File: config.mk
export PLATFORM = sky130hd
export DESIGN_NAME = wb_traffic_gen
export DESIGN_NICKNAME = d
export VERILOG_FILES = /design/src/rtl/wb_traffic_gen.sv
export SDC_FILE = /design/constraint.sdc
export NUM_CORES = 1
export LEC_CHECK = 0
export ABC_CLOCK_PERIOD_IN_PS = 2400
export CAP_MARGIN = 15
export CORE_MARGIN = 2
export CORE_UTILIZATION = 30
export CTS_BUF_LIST = sky130_fd_sc_hd__clkbuf_4 sky130_fd_sc_hd__clkbuf_8 sky130_fd_sc_hd__clkbuf_16
export DETAILED_ROUTE_END_ITERATION = 8
export PLACE_DENSITY_LB_ADDON = 0.2
export SLEW_MARGIN = 20
export SYNTH_ARGS = -nofsm -noshare
export SYNTH_HDL_FRONTEND = slang
export SYNTH_SLANG_ARGS = --single-unit
File: constraint.sdc
create_clock -name wb_clk_i -period 2.4 [get_ports wb_clk_i]
set_input_delay 0.72 -clock wb_clk_i [delete_from_list [all_inputs] [get_ports wb_clk_i]]
set_output_delay 0.72 -clock wb_clk_i [all_outputs]
set_load 0.01 [all_outputs]
File: src/rtl/wb_traffic_gen.sv
// rtl/wb_traffic_gen.sv - Wishbone B3 burst traffic generator with LFSR data pattern and read-back check
module wb_traffic_gen #(
  parameter int APP_AW  = 26,
  parameter int dw      = 32,
  parameter int TIMEOUT = 1024
) (
  input  logic              wb_clk_i,
  input  logic              wb_resetn,
  input  logic              start,
  input  logic [1:0]        cfg_mode,
  input  logic [APP_AW-1:0] cfg_base_addr,
  input  logic [15:0]       cfg_num_words,
  input  logic [3:0]        cfg_burst_len,
  input  logic [31:0]       cfg_seed,
  output logic              wb_cyc_o,
  output logic              wb_stb_o,
  output logic              wb_we_o,
  output logic [APP_AW-1:0] wb_addr_o,
  output logic [dw-1:0]     wb_dat_o,
  output logic [3:0]        wb_sel_o,
  output logic [2:0]        wb_cti_o,
  input  logic              wb_ack_i,
  input  logic [dw-1:0]     wb_dat_i,
  output logic              busy,
  output logic              done,
  output logic              timeout,
  output logic [15:0]       err_cnt,
  output logic [APP_AW-1:0] first_err_addr
);
  localparam int WW = $clog2(TIMEOUT + 1);
  localparam logic [31:0] TAPS = 32'h8020_0003;

  typedef enum logic [2:0] {IDLE, WR_BURST, WR_GAP, RD_BURST, RD_GAP, DONE} state_t;
  state_t state, state_nxt;

  logic              cyc_nxt, we_nxt, busy_nxt, done_nxt, tmo_nxt;
  logic [APP_AW-1:0] addr_nxt, fea_nxt, base_q, base_nxt;
  logic [31:0]       lfsr, lfsr_nxt, seed_q, seed_nxt;
  logic [2:0]        cti_nxt;
  logic [15:0]       err_nxt, num_q, num_nxt, remain, remain_nxt;
  logic [1:0]        mode_q, mode_nxt;
  logic [3:0]        blen_q, blen_nxt, beats, beats_nxt;
  logic [WW-1:0]     wait_cnt, wait_nxt;

  function automatic logic [31:0] lfsr_step(input logic [31:0] v);
    return (v >> 1) ^ (v[0] ? TAPS : 32'h0);
  endfunction

  function automatic logic [3:0] clamp_len(input logic [3:0] b);
    if (b == 4'd0) return 4'd1;
    if (b > 4'd8) return 4'd8;
    return b;
  endfunction

  function automatic logic [3:0] burst_of(input logic [15:0] rem, input logic [3:0] blen);
    return (rem < {12'd0, blen}) ? rem[3:0] : blen;
  endfunction

  function automatic logic [2:0] first_cti(input logic [3:0] len);
    return (len == 4'd1) ? 3'b000 : 3'b010;
  endfunction

  assign wb_dat_o = lfsr;

  always_comb begin
    state_nxt  = state;
    cyc_nxt    = wb_cyc_o;
    we_nxt     = wb_we_o;
    addr_nxt   = wb_addr_o;
    lfsr_nxt   = lfsr;
    cti_nxt    = wb_cti_o;
    busy_nxt   = busy;
    done_nxt   = done;
    tmo_nxt    = timeout;
    err_nxt    = err_cnt;
    fea_nxt    = first_err_addr;
    mode_nxt   = mode_q;
    base_nxt   = base_q;
    num_nxt    = num_q;
    blen_nxt   = blen_q;
    seed_nxt   = seed_q;
    remain_nxt = remain;
    beats_nxt  = beats;
    wait_nxt   = wait_cnt;
    case (state)
      IDLE, DONE: begin
        if (start) begin
          mode_nxt   = cfg_mode;
          base_nxt   = cfg_base_addr & ~APP_AW'(3);
          num_nxt    = cfg_num_words;
          blen_nxt   = clamp_len(cfg_burst_len);
          seed_nxt   = (cfg_seed == 32'h0) ? 32'h1 : cfg_seed;
          done_nxt   = 1'b0;
          tmo_nxt    = 1'b0;
          err_nxt    = 16'h0;
          fea_nxt    = '0;
          lfsr_nxt   = seed_nxt;
          addr_nxt   = base_nxt;
          remain_nxt = cfg_num_words;
          if (cfg_num_words == 16'h0) begin
            state_nxt = DONE;
            done_nxt  = 1'b1;
            busy_nxt  = 1'b0;
          end else begin
            state_nxt = (cfg_mode == 2'b01) ? RD_BURST : WR_BURST;
            busy_nxt  = 1'b1;
            cyc_nxt   = 1'b1;
            we_nxt    = (cfg_mode != 2'b01);
            beats_nxt = burst_of(cfg_num_words, blen_nxt);
            cti_nxt   = first_cti(beats_nxt);
            wait_nxt  = '0;
          end
        end
      end
      WR_BURST, RD_BURST: begin
        if (wb_ack_i) begin
          addr_nxt   = wb_addr_o + APP_AW'(4);
          lfsr_nxt   = lfsr_step(lfsr);
          remain_nxt = remain - 16'd1;
          wait_nxt   = '0;
          if (state == RD_BURST && wb_dat_i != lfsr) begin
            if (err_cnt != 16'hFFFF) err_nxt = err_cnt + 16'd1;
            if (err_cnt == 16'h0) fea_nxt = wb_addr_o;
          end
          if (beats == 4'd1) begin
            cyc_nxt   = 1'b0;
            we_nxt    = 1'b0;
            cti_nxt   = 3'b000;
            state_nxt = (state == WR_BURST) ? WR_GAP : RD_GAP;
          end else begin
            beats_nxt = beats - 4'd1;
            cti_nxt   = (beats == 4'd2) ? 3'b111 : 3'b010;
          end
        end else if (wait_cnt == WW'(TIMEOUT - 1)) begin
          cyc_nxt   = 1'b0;
          we_nxt    = 1'b0;
          cti_nxt   = 3'b000;
          tmo_nxt   = 1'b1;
          done_nxt  = 1'b1;
          busy_nxt  = 1'b0;
          state_nxt = DONE;
        end else begin
          wait_nxt = wait_cnt + WW'(1);
        end
      end
      WR_GAP: begin
        if (remain != 16'h0) begin
          state_nxt = WR_BURST;
          cyc_nxt   = 1'b1;
          we_nxt    = 1'b1;
          beats_nxt = burst_of(remain, blen_q);
          cti_nxt   = first_cti(beats_nxt);
          wait_nxt  = '0;
        end else if (mode_q == 2'b00) begin
          state_nxt = DONE;
          done_nxt  = 1'b1;
          busy_nxt  = 1'b0;
        end else begin
          // Read-back replays the identical pattern from the start of the region
          lfsr_nxt   = seed_q;
          addr_nxt   = base_q;
          remain_nxt = num_q;
          state_nxt  = RD_BURST;
          cyc_nxt    = 1'b1;
          we_nxt     = 1'b0;
          beats_nxt  = burst_of(num_q, blen_q);
          cti_nxt    = first_cti(beats_nxt);
          wait_nxt   = '0;
        end
      end
      RD_GAP: begin
        if (remain != 16'h0) begin
          state_nxt = RD_BURST;
          cyc_nxt   = 1'b1;
          we_nxt    = 1'b0;
          beats_nxt = burst_of(remain, blen_q);
          cti_nxt   = first_cti(beats_nxt);
          wait_nxt  = '0;
        end else begin
          state_nxt = DONE;
          done_nxt  = 1'b1;
          busy_nxt  = 1'b0;
        end
      end
      default: state_nxt = IDLE;
    endcase
  end

  always_ff @(posedge wb_clk_i or negedge wb_resetn) begin
    if (!wb_resetn) begin
      state          <= IDLE;
      wb_cyc_o       <= 1'b0;
      wb_stb_o       <= 1'b0;
      wb_we_o        <= 1'b0;
      wb_addr_o      <= '0;
      wb_sel_o       <= 4'h0;
      wb_cti_o       <= 3'b000;
      lfsr           <= 32'h0;
      busy           <= 1'b0;
      done           <= 1'b0;
      timeout        <= 1'b0;
      err_cnt        <= 16'h0;
      first_err_addr <= '0;
      mode_q         <= 2'b00;
      base_q         <= '0;
      num_q          <= 16'h0;
      blen_q         <= 4'd1;
      seed_q         <= 32'h1;
      remain         <= 16'h0;
      beats          <= 4'd0;
      wait_cnt       <= '0;
    end else begin
      state          <= state_nxt;
      wb_cyc_o       <= cyc_nxt;
      wb_stb_o       <= cyc_nxt;
      wb_we_o        <= we_nxt;
      wb_addr_o      <= addr_nxt;
      wb_sel_o       <= {4{cyc_nxt}};
      wb_cti_o       <= cti_nxt;
      lfsr           <= lfsr_nxt;
      busy           <= busy_nxt;
      done           <= done_nxt;
      timeout        <= tmo_nxt;
      err_cnt        <= err_nxt;
      first_err_addr <= fea_nxt;
      mode_q         <= mode_nxt;
      base_q         <= base_nxt;
      num_q          <= num_nxt;
      blen_q         <= blen_nxt;
      seed_q         <= seed_nxt;
      remain         <= remain_nxt;
      beats          <= beats_nxt;
      wait_cnt       <= wait_nxt;
    end
  end
endmodule
Word level (Yosys, flattened, before mapping)
Cells that the tools add are included.
{"block": "word_totals", "reg_bits": 221, "in_bits": 116, "output_inout_bits": 113, "elab_cells": 205}
{"block": "op_classes", "addsub": 5, "order_cmp": 4, "n_eq_ne": 33, "n_mux": 118, "bitwise_logic": 1, "reduce_logical": 24}
{"op": "two-way mux 26 bit", "count": 8}
{"op": "two-way mux 32 bit", "count": 6}
{"op": "two-way mux 16 bit", "count": 8}
{"op": "one-hot mux 32 bit (3 select lines)", "count": 1}
{"op": "one-hot mux 26 bit (3 select lines)", "count": 1}
{"op": "two-way mux 11 bit", "count": 7}
{"op": "two-way mux 4 bit", "count": 16}
{"op": "two-way mux 3 bit", "count": 18}
{"op": "one-hot mux 26 bit (2 select lines)", "count": 1}
{"op": "less-than comparator 16 x 4 -> 1 bit", "count": 3}
{"op": "one-hot mux 16 bit (3 select lines)", "count": 1}
{"op": "one-hot mux 11 bit (4 select lines)", "count": 1}
{"op": "two-way mux 1 bit", "count": 37}
{"op": "zero test 16 bit", "count": 2}
{"op": "zero test 32 bit", "count": 1}
{"op": "inequality test 32 bit", "count": 1}
{"op": "one-hot mux 16 bit (2 select lines)", "count": 1}
{"op": "XOR 31 x 32 -> 32 bit", "count": 1}
{"op": "inequality test 2 bit, second input constant", "count": 14}
{"op": "adder 26 x 3 -> 26 bit, second input constant", "count": 1}
{"op": "one-hot mux 3 bit (4 select lines)", "count": 2}
{"op": "AND reduction 7 bit", "count": 3}
{"op": "adder 16 x 1 -> 16 bit, second input constant", "count": 1}
{"op": "== test 4 x 1 -> 1 bit, second input constant", "count": 4}
{"op": "31 further kinds", "count": 46}

Logic depth before layout (Yosys ltp)
Gate-level depths: netlist of run 1.
{"block": "logic_depth", "depth_word": 18, "ltp_mapped": 10, "mapped_depth_nobuf": 9}

Worst setup path before layout of run 1
No wires, ideal clock.
{"block": "synth_path", "path_type": "input to register", "start": "input port cfg_burst_len[3]", "end": "register beats[1]", "setup_ps": 79, "t_arrival_ps": 2476, "t_required_ps": 2321, "slack_ps": -156, "cell_stages": 9, "n_path_buf": 0, "path_cell_list": "inv_1 nand2_1 ha_1 nor4_1 o21ai_0 a211oi_2 mux2_2 o21ai_0 a2bb2oi_1"}
{"block": "synth_via", "elab_chain_cells": 14, "word_cells_on_any_way": 19, "classes_between": "order compare: 2; mux: 16; reduce/logical: 1"}
{"element": "start: declaration", "line": "13", "rtl": "input logic [3:0] cfg_burst_len,"}
{"element": "> comparator 4 bit", "line": "51", "rtl": "if (b > 4'd8) return 4'd8;"}
{"element": "two-way mux 1 bit (2 in a row)", "line": "51"}
{"element": "two-way mux 1 bit", "line": "87", "rtl": "if (start) begin"}
{"element": "two-way mux 1 bit", "line": "85", "rtl": "case (state)"}
{"element": "two-way mux 4 bit", "line": "52", "rtl": "return b;"}
{"element": "two-way mux 4 bit *", "line": "51"}
{"element": "two-way mux 4 bit *", "line": "87"}
{"element": "two-way mux 4 bit *", "line": "85"}
{"element": "less-than comparator 16 x 4 -> 1 bit", "line": "56", "rtl": "return (rem < {12'd0, blen}) ? rem[3:0] : blen;"}
{"element": "two-way mux 4 bit *", "line": "56"}
{"element": "two-way mux 4 bit *", "line": "100", "rtl": "if (cfg_num_words == 16'h0) begin"}
{"element": "two-way mux 4 bit *", "line": "87"}
{"element": "one-hot mux 4 bit (4 select lines) *", "line": "85"}
{"element": "end signal: assignment", "line": "232", "rtl": "beats <= beats_nxt;"}
{"element": "end: declaration", "line": "42", "rtl": "logic [3:0] blen_q, blen_nxt, beats, beats_nxt;"}
Mark *: on every way between the ends. The rest lies on a longest branch, timed or not. The select of a mux whose other input is x is not followed.
A chain may end at the register's enable or synchronous reset.

Worst setup path after layout of run 1
{"block": "layout_path", "start": "register wb_addr_o[13]", "end": "output port wb_addr_o[13]"}
{"element": "start: declaration", "line": "18", "rtl": "output logic [APP_AW-1:0] wb_addr_o,"}
{"element": "start signal: assignment", "line": "217", "rtl": "wb_addr_o <= addr_nxt;"}
No word-level cell between the ends.

==> impl_metrics.tcl, run 1 <==
set metrics [dict create \
    status "complete, no violations" \
    postCtsHoldBufs 0 \
    cts_sinks 215 \
    clock_path_buffers 3 \
    ys_seq_elements 215 \
    reg2reg_depth 6 \
    synth_adder_area_share 0.0175 \
    drt-wirelength-per-cell_microns 18.9 \
    cts_buffers 27 \
    firstDrtPassIters 8 \
    ant_nets 0 \
    drt_iter0_drc 757 \
    port_buffers 222 \
    ir_drop_mv 0.640 \
    drv_slew 0 \
    cts_tree "yes" \
    rr_endpoint "err_cnt[7]" \
    dp_hpwl_microns 30600 \
    slowest_stage "clkdlybuf4s50_1" \
    synth_top_area_frac 0.439 \
    ios 229 \
    route.detailed.drc 0 \
    yosysSeqAreaShare 0.443 \
    r2r_slack_ns 0.16 \
    yosys.area_share.simple 0.231 \
    crit_arrival_ns 1.63 \
    worstHoldPathType "in -> async" \
    crit_path_start "wb_addr_o[13]" \
    die-area_sq_um 42100 \
    final_nets 1884 \
    path_cells "clkdlybuf4s50_1" \
    setup.worst_path.class "reg -> out" \
    synth_compound_area_frac 0.193 \
    via_count 12100 \
    p_per_area_nw_per_um2 1260 \
    synth-edff-count 0 \
    syn_inst 1415 \
    wl_microns 43500 \
    synthFlopType "dfrtp_1" \
    synthMuxAreaShare 0.0355 \
    p_leak_nw 7.66 \
    synthArstFlopShare 1.00 \
    drive_gt1_frac 0.163 \
    rows 73 \
    grt_pass1_wl_microns 68600 \
    fillers 4002 \
    antenna_found_initial 3 \
    ctsRootBufferMaster "clkbuf_16" \
    grt_max_degree 90 \
    setup-tns-final_ns 0 \
    die_y_microns 205 \
    synth_largest_area_cell "dfrtp_1" \
    period_needed_ns 2.35 \
    critPathBufInv 1 \
    cp_max_fo 7 \
    h-tree-depth 1 \
    slowest_delay_ns 0.59 \
    ys_types 71 \
    post_synth_xor_area_fraction 0.0273 \
    endpoint "wb_addr_o[13]" \
    synth_top_family_by_area "simple AND/OR/NAND/NOR gates" \
    crit_required_ns 1.68 \
    viasPerCell 5.28 \
    track_usage 0.204 \
    grt_pass1_vias 11900 \
    slew_headroom 0.630 \
    start_util 0.305 \
    path_clk_slew_ns 0.06 \
    cap_viol_max_count 0 \
    mostFrequentLayoutCells "nand2_1 (327), clkdlybuf4s50_1 (209), dfrtp_1 (204)" \
    crit_family "buffers and inverters" \
    max_freq_ghz 0.426 \
    final_common_cell "nand2_1" \
    syn_area_sq_um 12100 \
    setup_viol 0 \
    finalHoldViolCount 0 \
    finalCritPeriodShare 0.979 \
    cp-end-kind "output port" \
    r2r_start "err_cnt[0]" \
    clock_latency_ns 0.55 \
    die_x_microns 205 \
    synth_area_leaders "dfrtp_1 (44%), nand2_1 (10%), o21ai_0 (4.7%)" \
    start_kind "flop" \
    finalClockSkew_ns 0.0219 \
    yosys_warnings 0 \
    gp_congestion 0.836 \
    syn_area_per_cell_sq_um 8.58 \
    path_depth 1 \
    utilization 0.432 \
    syn2layout_area_growth_pct 41.5 \
    core_area_sq_um 39800 \
    overflow 0 \
    tightestPinTransition_ns 0.555 \
]
## worst min-delay path by stage
| stage | cells past startpoint | end | startpoint | slack (ns) |
|---|---|---|---|---|
| 2_1_floorplan | 0 | base_q[10] | wb_resetn | 0.42 |
| 5_1_grt | 1 | seed_q[19] | wb_resetn | 0.1 |
| 3_5_place_dp | 2 | seed_q[0] | seed_q[0] | 0.46 |
| 6_report | 1 | err_cnt[12] | wb_resetn | 0.09 |
| 4_1_cts | 1 | err_cnt[9] | wb_resetn | 0.09 |
| 3_3_place_gp | 2 | seed_q[0] | seed_q[0] | 0.45 |
## layer usage
layer | global-route usage | wire, microns | part of all wire
met5 | 0 | 16 | 0.00037
met4 | 0.0432 | 640 | 0.015
met3 | 0.0307 | 2460 | 0.057
met2 | 0.339 | 20700 | 0.48
met1 | 0.282 | 19600 | 0.45
## power by group
part           leakage [nW]  internal (mW)  switching [mW]
clock                 0.436           2.28            1.65
sequential             2.73           5.13            1.39
combinational          4.49           5.13            6.08
total                  7.66           12.5            9.12
## metrics by stage
stage / hold slack (ns) / worst slack [ns] / area (sq um) / power (mW) / cells
6_report: 0.0905 / 0.0515 / 17200 / 21.7 / 2299
5_1_grt: 0.0971 / -0.0547 / 17200 / 23.4 / 2299
4_1_cts: 0.0871 / 0.00232 / 17100 / 21.8 / 2293
3_5_place_dp: 0.455 / -0.663 / 16200 / 17.7 / 2239
3_3_place_gp: 0.447 / -0.629 / 16200 / 17.5 / 2239
2_1_floorplan: 0.424 / 0.00814 / 12200 / 12.4 / 1418
## sequential cells by signal, summed over array words and instances, names as in the netlist
name            flops
state               3
wb_cti_o            2
wb_sel_o            1
wait_cnt           11
mode_q              2
remain             16
err_cnt            16
beats               4
timeout             1
first_err_addr     24
wb_addr_o          24
wb_we_o             1
done                1
seed_q             32
busy                1
base_q             24
blen_q              4
num_q              16
wb_dat_o           32
## logic make-up after synthesis
| group | after synthesis |
|---|---|
| AND/OR/NAND/NOR | 608 |
| AO/OA/AOI/OAI | 346 |
| flip-flops | 215 |
| buffers and inverters | 149 |
| multiplexers | 42 |
| XOR/XNOR | 37 |
| adder cells (fa/ha/maj) | 17 |
| other | 1 |
## Yosys cell counts, types with 22 or more instances
cell,count
nand3_1,30
nand2_1,328
a21oi_1,26
o21ai_0,115
clkbuf_1,70
nor4_1,22
nor3_1,25
dfrtp_1,213
xnor2_1,30
nor2_1,87
a22oi_1,45
inv_1,46
mux2i_1,33
a221oi_1,44
nand4_1,25
## area by class of cell
| cell class | count | area [sq um] | share of cell area |
|---|---|---|---|
| well taps | 525 | 657 | 0.0382 |
| repair buffers | 406 | 3840 | 0.224 |
| inverters | 47 | 179 | 0.0104 |
| diodes | 2 | 5.00 | 0.000291 |
| clock inverters | 10 | 56.3 | 0.00328 |
| clock buffers | 40 | 792 | 0.0461 |
| flip-flops and latches | 215 | 5390 | 0.314 |
| multi-input cells | 1054 | 6260 | 0.364 |
## what timing repair did
item | 4_1_cts | 5_1_grt
buffers inserted | 4 | 4
resized for setup | 10 | 28
endpoints found under the setup margin | 11 | 29
pin swaps | 3 | 8
Power figures use the tool's default switching activity.
==> inputs of run 2 (changes only) <==
- CAP_MARGIN: 15 -> 20
- PLACE_DENSITY_LB_ADDON: 0.2 -> unset
==> run 2 against run 1 <==
Against the previous run: worst hold slack better by 0.0050 ns; clock power grew 7.9%; final area down 0.37%; final cell count is 0.43% lower; worst setup slack got worse by 0.017 ns; clock skew down 0.0080 ns; power increased by 0.25%; die area is the same; first-iteration DRC count grew 3.6%; fmax down 0.71%; routed wire length is 2.8% lower; largest power group unchanged.
==> impl_metrics.tcl, run 2 (synthesis results as in run 1) <==
set metrics [dict create \
    reg2reg_depth 6 \
    path_clk_slew_ns 0.06 \
    ant_nets 0 \
    track_usage 0.197 \
    start_util 0.305 \
    stdcell_area_sq_um 17100 \
    die_y_microns 205 \
    status "complete, no violations" \
    fin_ws_ns 0.0346 \
    cts_tree "yes" \
    slew_headroom 0.613 \
    port_buffers 222 \
    firstDrtPassIters 7 \
    crit_required_ns 1.68 \
    die_x_microns 205 \
    setup_viol 0 \
    cap_viol_max_count 0 \
    setup-tns-final_ns 0 \
    overflow 0 \
    antenna_found_initial 2 \
    ir_drop_mv 0.873 \
    dp_hpwl_microns 29600 \
    grt_max_degree 90 \
    die-area_sq_um 42100 \
    cp-end-kind "output port" \
    r2r_start "remain[4]" \
    crit_family "buffers and inverters" \
    grt_pass1_vias 11800 \
    slowest_delay_ns 0.64 \
    final_nets 1874 \
    p_per_area_nw_per_um2 1270 \
    path_cells "clkdlybuf4s50_1" \
    syn2layout_area_growth_pct 41.0 \
    final_common_cell "nand2_1" \
    clock_latency_ns 0.55 \
    drv_slew 0 \
    drt_iter0_drc 784 \
    setup.worst_path.class "reg -> out" \
    ios 229 \
    core_area_sq_um 39800 \
    cp_max_fo 4 \
    finalHoldViolCount 0 \
    slowest_stage "clkdlybuf4s50_1" \
    finalCritPeriodShare 0.986 \
    r2r_slack_ns 0.16 \
    crit_arrival_ns 1.65 \
    max_freq_ghz 0.423 \
    cts_sinks 215 \
    ctsRootBufferMaster "clkbuf_16" \
    critPathBufInv 1 \
    start_kind "flop" \
    gp_congestion 0.851 \
    drt-wirelength-per-cell_microns 18.5 \
    mostFrequentLayoutCells "nand2_1 (327), clkdlybuf4s50_1 (214), dfrtp_1 (206)" \
    via_count 12200 \
    wl_microns 42200 \
    period_needed_ns 2.37 \
    worstHoldPathType "in -> async" \
    route.detailed.drc 0 \
    tightestPinTransition_ns 0.581 \
    grt_pass1_wl_microns 66100 \
    pre_cts_slack_ns -0.700 \
    postCtsHoldBufs 0 \
    p_leak_nw 7.60 \
    place_area_sq_um 16100 \
    drive_gt1_frac 0.156 \
    rr_endpoint "beats[0]" \
    finalClockSkew_ns 0.0139 \
    h-tree-depth 1 \
    clock_path_buffers 3 \
    fillers 3972 \
    rows 73 \
    viasPerCell 5.34 \
    holdWs_ns 0.0954 \
    cts_buffers 27 \
]
[run 2: cell types whose count changed in the layout (fill, tap and decap cells not counted), moves of 2 or more]
cell	before	now
clkdlybuf4s50_1	209	214
dlygate4sd2_1	5	2
dfrtp_2	9	7
dfrtp_1	204	206
clkbuf_8	3	9
dlymetal6s2s_1	7	5
clkbuf_4	10	5
buf_6	3	1
bufinv_16	0	2
clkinv_2	8	5
buf_4	164	161
buf_12	17	12
[run 2: routing by layer]
layer	vias to the layer above	wire, microns	GRT usage
li1	5758	-	-
met1	5975	18600	0.268
met2	435	19900	0.323
met3	56	2630	0.0299
met4	0	1170	0.0619
met5	-	0	0
[run 2: where the power goes]
| group | internal [mW] | switching [mW] |
|---|---|---|
| clock network | 2.61 | 1.63 |
| logic | 4.92 | 6.04 |
| registers | 5.13 | 1.39 |
[run 2: worst max path at each step]
stage	startpoint	to	slack, ns	depth (start not counted)
3_5_place_dp	cfg_num_words[13]	wait_cnt[7]	-0.70	9
6_report	wb_dat_o[31]	wb_dat_o[31]	0.03	1
4_1_cts	wb_dat_o[1]	wb_dat_o[1]	0.003	2
3_3_place_gp	cfg_num_words[13]	wait_cnt[2]	-0.63	8
2_1_floorplan	cfg_burst_len[3]	beats[1]	0.008	9
5_1_grt	cfg_num_words[5]	wait_cnt[8]	-0.008	9
[run 2: cell type report]
| type | count | area, sq um | area share |
|---|---|---|---|
| diodes | 2 | 5.00 | 0.000292 |
| flip-flops and latches | 215 | 5390 | 0.315 |
| clock inverters | 9 | 101 | 0.00592 |
| well taps | 525 | 657 | 0.0384 |
| multi-input cells | 1054 | 6260 | 0.365 |
| clock buffers | 41 | 837 | 0.0489 |
| repair buffers | 396 | 3700 | 0.216 |
| inverters | 47 | 179 | 0.0104 |
[run 2: stage by stage]
| step | utilization | cells | total power [mW] |
|---|---|---|---|
| floorplan | - | 1418 | 12.4 |
| global placement | 0.403 | 2232 | 17.2 |
| detailed placement | 0.403 | 2232 | 17.4 |
| CTS | 0.427 | 2284 | 21.8 |
| global route | 0.430 | 2288 | 23.3 |
| finish | 0.430 | 2289 | 21.7 |
[run 2: repair_timing]
| action | in CTS | in global routing |
|---|---|---|
| setup buffers | 2 | 3 |
| endpoints found under the setup margin | 11 | 49 |
| resized for setup | 5 | 20 |
| pin swaps | 2 | 4 |
